`src/rtl/sc_regbackg_bank.sv`:
```
// sc_regbackg_bank
//   Multi-row background register bank for the LED-matrix game display. Holds ROWS rows of
//   DATAWIDTH bits, loads per-level patterns, rotates rows manually or on an auto-scroll tick,
//   and plays a win/lose flash sequence before holding the outcome pattern.
// Ports
//   SC_RegBACKG_CLOCK_50           system clock
//   SC_RegBACKG_RESET_InLow        asynchronous active-low reset
//   SC_RegBACKG_clear_InLow        sync clear to level-1 pattern, aborts flash/hold
//   SC_RegBACKG_load_InLow         write data_InBUS into row load_addr_In
//   SC_RegBACKG_load_addr_In       row written by load
//   SC_RegBACKG_data_InBUS         load data
//   SC_RegBACKG_shiftselection_In  01 rot-left, 10 rot-right, 11 row rotate, 00 none
//   SC_RegBACKG_autoscroll_en_In   rot-right all rows each tick
//   SC_RegBACKG_crash_InLow        start lose sequence
//   SC_RegBACKG_clean_InLow        start win sequence
//   SC_RegBACKG_nivel_In           level select; a change loads the level pattern
//   SC_RegBACKG_rd_addr_In         row read address
//   SC_RegBACKG_data_OutBUS        selected row, forced to 0 while flashing off
//   SC_RegBACKG_busy_Out           high while flashing or holding the outcome
module sc_regbackg_bank #(
    parameter int DATAWIDTH   = 8,
    parameter int ROWS        = 8,
    parameter int ROWADDR     = 3,
    parameter int SCROLL_DIV  = 50000,
    parameter int FLASH_COUNT = 4,
    parameter logic [ROWS*DATAWIDTH-1:0] PAT_LVL1 = '0,
    parameter logic [ROWS*DATAWIDTH-1:0] PAT_LVL2 = '0,
    parameter logic [ROWS*DATAWIDTH-1:0] PAT_LVL3 = '0,
    parameter logic [ROWS*DATAWIDTH-1:0] PAT_WIN  = '1,
    parameter logic [ROWS*DATAWIDTH-1:0] PAT_LOSE = '0
) (
    input  logic                 SC_RegBACKG_CLOCK_50,
    input  logic                 SC_RegBACKG_RESET_InLow,
    input  logic                 SC_RegBACKG_clear_InLow,
    input  logic                 SC_RegBACKG_load_InLow,
    input  logic [ROWADDR-1:0]   SC_RegBACKG_load_addr_In,
    input  logic [DATAWIDTH-1:0] SC_RegBACKG_data_InBUS,
    input  logic [1:0]           SC_RegBACKG_shiftselection_In,
    input  logic                 SC_RegBACKG_autoscroll_en_In,
    input  logic                 SC_RegBACKG_crash_InLow,
    input  logic                 SC_RegBACKG_clean_InLow,
    input  logic [1:0]           SC_RegBACKG_nivel_In,
    input  logic [ROWADDR-1:0]   SC_RegBACKG_rd_addr_In,
    output logic [DATAWIDTH-1:0] SC_RegBACKG_data_OutBUS,
    output logic                 SC_RegBACKG_busy_Out
);

    localparam int CNT_W = (SCROLL_DIV > 2) ? $clog2(SCROLL_DIV) : 1;
    localparam int FC_W  = $clog2(FLASH_COUNT + 1);

    typedef enum logic [1:0] {IDLE, FLASH_ON, FLASH_OFF, HOLD} state_t;

    state_t               state_q, state_d;
    logic [DATAWIDTH-1:0] rows_q [ROWS];
    logic [DATAWIDTH-1:0] rows_d [ROWS];
    logic [CNT_W-1:0]     tick_q, tick_d;
    logic [FC_W-1:0]      flash_q, flash_d;
    logic [1:0]           nprev_q, nprev_d;
    logic                 run, tick;

    function automatic logic [DATAWIDTH-1:0] rotl(input logic [DATAWIDTH-1:0] v);
        return {v[DATAWIDTH-2:0], v[DATAWIDTH-1]};
    endfunction

    function automatic logic [DATAWIDTH-1:0] rotr(input logic [DATAWIDTH-1:0] v);
        return {v[0], v[DATAWIDTH-1:1]};
    endfunction

    function automatic logic [DATAWIDTH-1:0] pat_row(input logic [ROWS*DATAWIDTH-1:0] pat,
                                                     input int r);
        return pat[r*DATAWIDTH +: DATAWIDTH];
    endfunction

    function automatic logic [ROWS*DATAWIDTH-1:0] lvl_pat(input logic [1:0] lvl);
        case (lvl)
            2'b01:   return PAT_LVL1;
            2'b10:   return PAT_LVL2;
            default: return PAT_LVL3;
        endcase
    endfunction

    // Tick counter free-runs while auto-scrolling in IDLE and throughout the flash phases.
    assign run  = ((state_q == IDLE) && SC_RegBACKG_autoscroll_en_In) ||
                  (state_q == FLASH_ON) || (state_q == FLASH_OFF);
    assign tick = run && (tick_q == CNT_W'(SCROLL_DIV - 1));

    always_comb begin
        state_d = state_q;
        rows_d  = rows_q;
        tick_d  = tick_q;
        flash_d = flash_q;
        nprev_d = SC_RegBACKG_nivel_In;
        if (run) begin
            tick_d = tick ? '0 : tick_q + 1'b1;
        end
        if (state_q == IDLE) begin
            // Items 1-4 keep nivel_prev so a simultaneous level change is retried next cycle.
            if (!SC_RegBACKG_clear_InLow) begin
                for (int r = 0; r < ROWS; r++) rows_d[r] = pat_row(PAT_LVL1, r);
                nprev_d = nprev_q;
            end else if (!SC_RegBACKG_crash_InLow || !SC_RegBACKG_clean_InLow) begin
                for (int r = 0; r < ROWS; r++)
                    rows_d[r] = !SC_RegBACKG_crash_InLow ? pat_row(PAT_LOSE, r)
                                                         : pat_row(PAT_WIN, r);
                state_d = FLASH_ON;
                tick_d  = '0;
                flash_d = '0;
                nprev_d = nprev_q;
            end else if (!SC_RegBACKG_load_InLow) begin
                rows_d[SC_RegBACKG_load_addr_In] = SC_RegBACKG_data_InBUS;
                nprev_d = nprev_q;
            end else if (SC_RegBACKG_nivel_In != nprev_q) begin
                if (SC_RegBACKG_nivel_In != 2'b00) begin
                    for (int r = 0; r < ROWS; r++)
                        rows_d[r] = pat_row(lvl_pat(SC_RegBACKG_nivel_In), r);
                end
            end else if (SC_RegBACKG_shiftselection_In == 2'b01) begin
                for (int r = 0; r < ROWS; r++) rows_d[r] = rotl(rows_q[r]);
            end else if (SC_RegBACKG_shiftselection_In == 2'b10) begin
                for (int r = 0; r < ROWS; r++) rows_d[r] = rotr(rows_q[r]);
            end else if (SC_RegBACKG_shiftselection_In == 2'b11) begin
                // ROWS is a power of two, so the truncated index wraps row 0 to row ROWS-1.
                for (int r = 0; r < ROWS; r++) rows_d[r] = rows_q[ROWADDR'(r - 1)];
            end else if (tick) begin
                for (int r = 0; r < ROWS; r++) rows_d[r] = rotr(rows_q[r]);
            end
        end else if (!SC_RegBACKG_clear_InLow) begin
            for (int r = 0; r < ROWS; r++) rows_d[r] = pat_row(PAT_LVL1, r);
            state_d = IDLE;
            tick_d  = '0;
            flash_d = '0;
        end else begin
            nprev_d = nprev_q;
            if (state_q == FLASH_ON && tick) begin
                state_d = FLASH_OFF;
            end else if (state_q == FLASH_OFF && tick) begin
                flash_d = flash_q + 1'b1;
                state_d = (flash_q + 1'b1 == FC_W'(FLASH_COUNT)) ? HOLD : FLASH_ON;
            end
        end
    end

    always_ff @(posedge SC_RegBACKG_CLOCK_50 or negedge SC_RegBACKG_RESET_InLow) begin
        if (!SC_RegBACKG_RESET_InLow) begin
            state_q <= IDLE;
            tick_q  <= '0;
            flash_q <= '0;
            nprev_q <= 2'b00;
            for (int r = 0; r < ROWS; r++) rows_q[r] <= '0;
        end else begin
            state_q <= state_d;
            tick_q  <= tick_d;
            flash_q <= flash_d;
            nprev_q <= nprev_d;
            for (int r = 0; r < ROWS; r++) rows_q[r] <= rows_d[r];
        end
    end

    assign SC_RegBACKG_data_OutBUS = (state_q == FLASH_OFF) ? '0 : rows_q[SC_RegBACKG_rd_addr_In];
    assign SC_RegBACKG_busy_Out    = (state_q != IDLE);

endmodule

```
`config.mk`:
```
export PLATFORM = sky130hd
export DESIGN_NAME = sc_regbackg_bank
export DESIGN_NICKNAME = d
export VERILOG_FILES = /design/src/rtl/sc_regbackg_bank.sv
export SDC_FILE = /design/constraint.sdc
export NUM_CORES = 1
export LEC_CHECK = 0
export CAP_MARGIN = 20
export CORE_ASPECT_RATIO = 1.5
export CORE_MARGIN = 2
export CORE_UTILIZATION = 50
export CTS_BUF_LIST = sky130_fd_sc_hd__clkbuf_2
export CTS_CLUSTER_DIAMETER = 30
export DETAILED_ROUTE_END_ITERATION = 8
export GPL_ROUTABILITY_DRIVEN = 0
export MAX_ROUTING_LAYER = met4
export PLACE_DENSITY = 0.73
export SLEW_MARGIN = 20
export SYNTH_ARGS = -nofsm -noshare
export SYNTH_HDL_FRONTEND = slang
export SYNTH_SLANG_ARGS = --single-unit
```
`constraint.sdc`:
```
create_clock -name SC_RegBACKG_CLOCK_50 -period 2.5 [get_ports SC_RegBACKG_CLOCK_50]
set_clock_uncertainty 0.15 [all_clocks]
set_input_delay 0.5 -clock SC_RegBACKG_CLOCK_50 [delete_from_list [all_inputs] [get_ports SC_RegBACKG_CLOCK_50]]
set_output_delay 0.5 -clock SC_RegBACKG_CLOCK_50 [all_outputs]
set_load 0.01 [all_outputs]
```
==> results.py, run 1 <==
metrics = {
    "sta": {
        "setup_slack_ns": -0.0464,
        "timing_max_transition_violations_final": 0,
        "period_needed_ns": 2.55,
        "setup_repair_after_global_routing_missed_its_margin": "true",
        "setup_viol": 7,
        "fmaxAchievable_ghz": 0.393,
        "min_period_over_period": 1.02,
        "hold-worst-slack_ns": 0.278,
        "max-slew-margin-rel": 0.649,
        "timing_hold_violations_final": 0,
        "worst-slew-pin-transition_ns": 0.527,
        "setup_tns_ns": -0.122,
    },
    "synth": {
        "netlist.top_cell.by_area": "sky130_fd_sc_hd__dfrtp_1",
        "proportion_of_synthesized_flip_flops_having_asynchronous_set_or_reset": 1.00,
        "netlist.area_leader.share": 0.343,
        "synth_seq_area_share": 0.343,
        "netlist_area_um2": 6350,
        "synth-main-ff-cell": "sky130_fd_sc_hd__dfrtp_1",
        "netlist_top_cells_count": "sky130_fd_sc_hd__dfrtp_1 (87), sky130_fd_sc_hd__o221ai_1 (64), sky130_fd_sc_hd__a22o_1 (55), sky130_fd_sc_hd__nand2_1 (55), sky130_fd_sc_hd__mux2i_1 (43)",
        "synthesis.area_per_instance_um2": 9.77,
        "ys_seq_elements": 87,
        "synthesis.yosys.warnings": 0,
        "synth_cell_type_count": 58,
        "synth_nets": 682,
        "yosysMostFrequentCell": "sky130_fd_sc_hd__dfrtp_1",
        "edff_count_synth": 0,
        "synth.area.top_cells": "sky130_fd_sc_hd__dfrtp_1 (34%), sky130_fd_sc_hd__o221ai_1 (8.8%), sky130_fd_sc_hd__a22o_1 (7.6%)",
        "syn-instance-count": 650,
    },
    "job": {
        "timing.max_cap.violations": 0,
    },
    "setup_path": {
        "worstRegToRegCells": 6,
        "crit_path_top_delay_cell": "sky130_fd_sc_hd__dfrtp_1",
        "critPathKind": "reg -> out",
        "reg2reg_setup_slack_ns": 0.13,
        "regToRegEndpoint": "rows_q[63]$_DFFE_PN0P_",
        "critical_path.cell_chain": "mux4_2 > mux2i_1 > nor2_1 > buf_2",
        "worst-endpoint-required_ns": 1.85,
        "worstPathBufferInverterCount": 1,
        "cp.arrival_ns": 1.90,
        "cp-start-kind": "register",
        "worst-path-max-fanout": 4,
        "timing.critical_path.slowest_cell_delay_ns": 0.50,
        "critical_path.top_delay_family": "multiplexers",
        "timing.critical_path.to_type": "output pin",
    },
    "floorplanning": {
        "floorplan.die_area_um2": 13600,
        "design.portCount": 34,
        "core_um2": 12400,
        "chipHeight_um": 142,
        "rows": 50,
        "initial_core_util": 0.510,
        "die_width_um": 96.0,
    },
    "placed_design": {
        "buffer_ports.inserted": 33,
        "dp_hpwl_um": 14600,
        "post-place-cells": 865,
    },
    "drt": {
        "post_drt_wl_per_cell_um": 22.3,
        "route.vias.total": 6113,
        "firstDrtPassIters": 5,
        "detail_route.drc_violations": 0,
        "drt-vias-per-instance": 6.67,
        "ant_nets": 0,
        "drt-total-wl_um": 20500,
        "drt_iter0_drc": 684,
    },
    "run_status": {
        "result_of_the_run": "finished with violations",
        "violations": "setup timing",
    },
    "global_routing": {
        "grt_overflow": 0,
        "number_of_global_route_vias_before_repair": 5958,
        "combined_global_route_utilization_of_all_metal_layers": 0.319,
        "grt_first_pass_wirelength_um": 32200,
        "grt_max_degree": 65,
        "grt_antenna_before_repair": 1,
    },
    "layout": {
        "final_layout_size_suffix_gt1_frac": 0.310,
        "finalNetCount": 786,
        "postLayoutCoreUtil": 0.622,
        "final_cells": 916,
        "synthesis_to_layout_area_growth_pct": 21.9,
    },
    "clock_tree": {
        "clkSlewWorstSetupHoldPaths_ns": 0.25,
        "ctsHtreeMaxLevel": 3,
        "worst_skew_pair.late_latency_ns": 0.55,
        "cts_buffer_depth": 2,
        "clock_sinks": 87,
        "clock_tree.root_cell": "sky130_fd_sc_hd__clkbuf_2",
        "tritoncts": "yes",
        "cts-buffers-inserted": 9,
    },
    "pwr": {
        "power.total_uw": 4640,
        "internal_power_uw": 2830,
        "p_per_area_nw_per_um2": 599,
        "share_clk_of_total_power": 0.159,
        "seqPwrFrac": 0.419,
        "power.leakage_uw": 0.00330,
        "pwr-share-comb": 0.423,
        "worst_ir_drop_vdd_uv": 480,
        "p_switching_uw": 1800,
        "p_sw_frac": 0.389,
    },
    "min_path": {
        "worst_hold_path_type": "in -> async",
    },
}
[layout by cell type (no fill, tap or decap), types with 4 or more instances in the layout]
cell / instances
sky130_fd_sc_hd__ha_1: 7
sky130_fd_sc_hd__inv_1: 7
sky130_fd_sc_hd__mux4_2: 16
sky130_fd_sc_hd__a21oi_1: 36
sky130_fd_sc_hd__buf_12: 8
sky130_fd_sc_hd__a32o_1: 8
sky130_fd_sc_hd__xnor2_1: 8
sky130_fd_sc_hd__buf_2: 10
sky130_fd_sc_hd__dfrtp_1: 56
sky130_fd_sc_hd__nor3_1: 4
sky130_fd_sc_hd__dfrtp_2: 31
sky130_fd_sc_hd__nor2_1: 37
sky130_fd_sc_hd__clkbuf_2: 13
sky130_fd_sc_hd__nand2_1: 54
sky130_fd_sc_hd__o221ai_1: 64
sky130_fd_sc_hd__xor2_1: 9
sky130_fd_sc_hd__nand4_1: 5
sky130_fd_sc_hd__nand4_4: 8
sky130_fd_sc_hd__mux2i_1: 43
sky130_fd_sc_hd__clkdlybuf4s50_1: 20
sky130_fd_sc_hd__nor2b_1: 36
sky130_fd_sc_hd__buf_4: 118
sky130_fd_sc_hd__a22o_1: 55
sky130_fd_sc_hd__nand3_1: 6
sky130_fd_sc_hd__and4_2: 6
sky130_fd_sc_hd__o21ai_0: 35
sky130_fd_sc_hd__nand2b_1: 11
[through the flow]
step	worst slack [ns]	cell area (µm²)
after floorplan	0.110	6360
after global placement	-0.542	7340
after detailed placement	-0.566	7340
after CTS	-0.0540	7650
after global routing	-0.134	7740
final	-0.0464	7740
[cells by family after synthesis]
kind of cell | share of synthesized area
xor+xnor | 0.0234
flops | 0.343
compound gates | 0.252
mux | 0.128
buf+inv | 0.0585
simple gates | 0.181
fa+ha+maj | 0.0138
[routing by layer]
layer / GRT usage / wire, µm / vias to the layer above
met5: - / 0 / -
met4: 0.226 / 1870 / 0
met3: 0.0673 / 1530 / 138
met2: 0.514 / 9970 / 357
met1: 0.344 / 7090 / 2922
li1: - / - / 2696
[what timing repair did]
action | CTS | global route
hold buffers | 1 | 0
hold endpoints to repair | 36 | 0
endpoints found under the setup margin | 19 | 52
buffers inserted | 22 | 10
gates resized for setup | 66 | 7
pin swaps | 2 | 2
cloned | 1 | 0
[power by group through the flow]
stage,sequential (µW),clock [µW],combinational (µW)
floorplan,1820,0,1130
global placement,1970,0,1690
finish,1940,735,1960
global route,1940,807,2120
detailed placement,1980,0,1750
CTS,1920,756,1890
[how the worst max path moves through the flow]
stage	endpoint	slack, ns	from	depth (start not counted)
6_report	SC_RegBACKG_data_OutBUS[7]	-0.05	rows_q[23]$_DFFE_PN0P_	4
3_3_place_gp	SC_RegBACKG_data_OutBUS[7]	-0.54	SC_RegBACKG_rd_addr_In[0]	6
4_1_cts	SC_RegBACKG_data_OutBUS[2]	-0.05	rows_q[10]$_DFFE_PN0P_	4
2_1_floorplan	rows_q[14]$_DFFE_PN0P_	0.11	state_q[1]$_DFFE_PN0P_	8
3_5_place_dp	SC_RegBACKG_data_OutBUS[2]	-0.57	SC_RegBACKG_rd_addr_In[0]	6
5_1_grt	SC_RegBACKG_data_OutBUS[2]	-0.13	rows_q[18]$_DFFE_PN0P_	4
[cell type report]
class,count,area [µm²]
fillers,1049,4710
well taps,156,195
clock buffers,13,65.1
inverters,8,31.3
diodes,1,2.50
repair buffers,161,1370
clock inverters,3,43.8
multi-input cells,487,3820
flip-flops and latches,87,2220
No activity file was read; power rests on OpenSTA's default activity.
==> inputs of run 2 (changes only) <==
==> constraint.sdc (replaced) <==
create_clock -name SC_RegBACKG_CLOCK_50 -period 2.05 [get_ports SC_RegBACKG_CLOCK_50]
set_clock_uncertainty 0.15 [all_clocks]
set_input_delay 0.41 -clock SC_RegBACKG_CLOCK_50 [delete_from_list [all_inputs] [get_ports SC_RegBACKG_CLOCK_50]]
set_output_delay 0.41 -clock SC_RegBACKG_CLOCK_50 [all_outputs]
set_load 0.01 [all_outputs]
==> results.py, run 2 (synthesis gave the netlist of run 1 again) <==
metrics = {
    "layout": {
        "postLayoutCoreUtil": 0.693,
        "final_common_cell": "sky130_fd_sc_hd__buf_4",
        "n_fill_cell": 908,
        "layout.area.seq_um2": 2180,
        "final_cell_mix": "sky130_fd_sc_hd__buf_4 (148), sky130_fd_sc_hd__dfrtp_1 (82), sky130_fd_sc_hd__o221ai_1 (64)",
        "multi_input_area_um2": 4000,
        "finalNetCount": 848,
        "synthesis_to_layout_area_growth_pct": 35.7,
        "final_layout_size_suffix_gt1_frac": 0.357,
    },
    "clock_tree": {
        "clkSlewWorstSetupHoldPaths_ns": 0.27,
        "clock_tree.root_cell": "sky130_fd_sc_hd__clkbuf_2",
        "cts-buffers-inserted": 9,
        "clock_sinks": 87,
        "cts_buffer_depth": 2,
        "worst_skew_pair.late_latency_ns": 0.60,
        "tritoncts": "yes",
        "ctsHtreeMaxLevel": 3,
    },
    "setup_path": {
        "timing.critical_path.slowest_cell_delay_ns": 0.55,
        "cp.arrival_ns": 2.00,
        "timing.critical_path.to_type": "output pin",
        "cp-start-kind": "register",
        "worst-path-max-fanout": 2,
        "crit_path_top_delay_cell": "sky130_fd_sc_hd__dfrtp_2",
        "critical_path.cell_chain": "mux4_2 > mux2i_1 > nor2_1 > buf_2",
        "critPathKind": "reg -> out",
        "worst-endpoint-required_ns": 1.49,
    },
    "drt": {
        "drt-total-wl_um": 22400,
        "drt_iter0_drc": 588,
        "route.vias.total": 6528,
        "firstDrtPassIters": 7,
        "detail_route.drc_violations": 0,
        "post_drt_wl_per_cell_um": 22.9,
        "drt-vias-per-instance": 6.68,
        "ant_nets": 0,
    },
    "placed_design": {
        "buffer_ports.inserted": 33,
        "preCtsSetupSlack_ns": -0.898,
        "dp_hpwl_um": 15300,
    },
    "global_routing": {
        "grt_max_degree": 57,
        "number_of_global_route_vias_before_repair": 6701,
        "grt_overflow": 0,
        "grt_first_pass_wirelength_um": 35300,
        "combined_global_route_utilization_of_all_metal_layers": 0.349,
        "grt_antenna_before_repair": 1,
    },
    "pwr": {
        "power.leakage_uw": 0.00381,
        "p_per_area_nw_per_um2": 747,
        "worst_ir_drop_vdd_uv": 531,
    },
    "floorplanning": {
        "design.portCount": 34,
        "chipHeight_um": 142,
        "core_um2": 12400,
        "die_width_um": 96.0,
        "initial_core_util": 0.510,
        "floorplan.die_area_um2": 13600,
        "rows": 50,
    },
    "run_status": {
        "result_of_the_run": "finished with violations",
        "violations": "setup timing",
    },
    "sta": {
        "worst-slew-pin-transition_ns": 0.488,
        "hold-worst-slack_ns": 0.0521,
        "timing_max_transition_violations_final": 0,
        "setup_viol": 93,
        "max-slew-margin-rel": 0.674,
        "setup_repair_after_global_routing_missed_its_margin": "true",
        "setup_slack_ns": -0.512,
        "fmaxAchievable_ghz": 0.390,
        "timing_hold_violations_final": 0,
        "min_period_over_period": 1.25,
        "period_needed_ns": 2.56,
    },
    "job": {
        "timing.max_cap.violations": 0,
    },
    "min_path": {
        "worst_hold_path_type": "in -> async",
    },
}
-- run 2: cell types whose count changed in the layout (fill, tap and decap cells not counted), moves of 7 or more --
| cell | change |
|---|---|
| sky130_fd_sc_hd__dfrtp_2 | -26 |
| sky130_fd_sc_hd__buf_12 | +15 |
| sky130_fd_sc_hd__buf_6 | +17 |
| sky130_fd_sc_hd__buf_4 | +30 |
| sky130_fd_sc_hd__dfrtp_1 | +26 |
| sky130_fd_sc_hd__and4_4 | +7 |
-- run 2: metal layers --
layer	vias to the layer above	GRT usage	wire [µm]
met1	3155	0.379	7700
met5	-	-	0
li1	2833	-	-
met4	0	0.252	1910
met3	147	0.0752	1780
met2	393	0.553	11000
-- run 2: path summary, 6_finish.rpt --
check / endpoint / start / slack [ns] / cells after the start
min in group SC_RegBACKG_CLOCK_50: rows_q[47]$_DFFE_PN0P_ / SC_RegBACKG_shiftselection_In[0] / 0.30 / 4
setup / recovery: SC_RegBACKG_data_OutBUS[3] / rows_q[59]$_DFFE_PN0P_ / -0.51 / 4
hold reg to reg: flash_q[0]$_DFFE_PN0P_ / flash_q[0]$_DFFE_PN0P_ / 0.41 / 1
hold / removal: rows_q[60]$_DFFE_PN0P_ / SC_RegBACKG_RESET_InLow / 0.05 / 2
setup reg to reg: rows_q[2]$_DFFE_PN0P_ / register / -0.32 / 7
max in group asynchronous: async pin / SC_RegBACKG_RESET_InLow / 1.03 / 3
-- run 2: per-stage QoR --
stage                     setup TNS, ns  power, µW  cell area, µm²  std cells
final                            -22.76       6440            8620        977
after global routing             -26.75       6720            8620        977
after CTS                        -24.34       6210            8550        975
after detailed placement         -57.61       5040            8180        945
after global placement           -53.97       4940            8180        945
after floorplan                   -9.67       3670            6420        650
-- run 2: critical path: cells and delay by family, from the launching register on --
| family | cells | cell delay, ns |
|---|---|---|
| buffers and inverters | 1 | 0.14 |
| AND/OR/NAND/NOR | 1 | 0.06 |
| multiplexers | 2 | 0.65 |
| flip-flops | 1 | 0.55 |
-- run 2: area by class of cell --
| type | instances | share of cell area |
|---|---|---|
| multi-input cells | 488 | 0.464 |
| flip-flops and latches | 87 | 0.253 |
| repair buffers | 222 | 0.241 |
| well taps | 156 | 0.0226 |
| clock inverters | 6 | 0.0100 |
| clock buffers | 9 | 0.00522 |
| inverters | 8 | 0.00406 |
| diodes | 1 | 0.000290 |
-- run 2: what timing repair did --
action / 4_1_cts / 5_1_grt
gates resized for setup: 80 / 20
pin swaps: 40 / 18
endpoints found under the hold margin: 87 / 0
cloned: 3 / 0
hold buffers: 1 / 0
endpoints found under the setup margin: 93 / 94
setup buffers: 12 / 4
-- run 2: report_power, final --
part | leakage, µW | total (µW) | switching (µW) | internal [µW]
clock network | 0.0000794 | 1030 | 640 | 395
registers | 0.00118 | 2270 | 281 | 1990
logic | 0.00255 | 3130 | 1540 | 1590
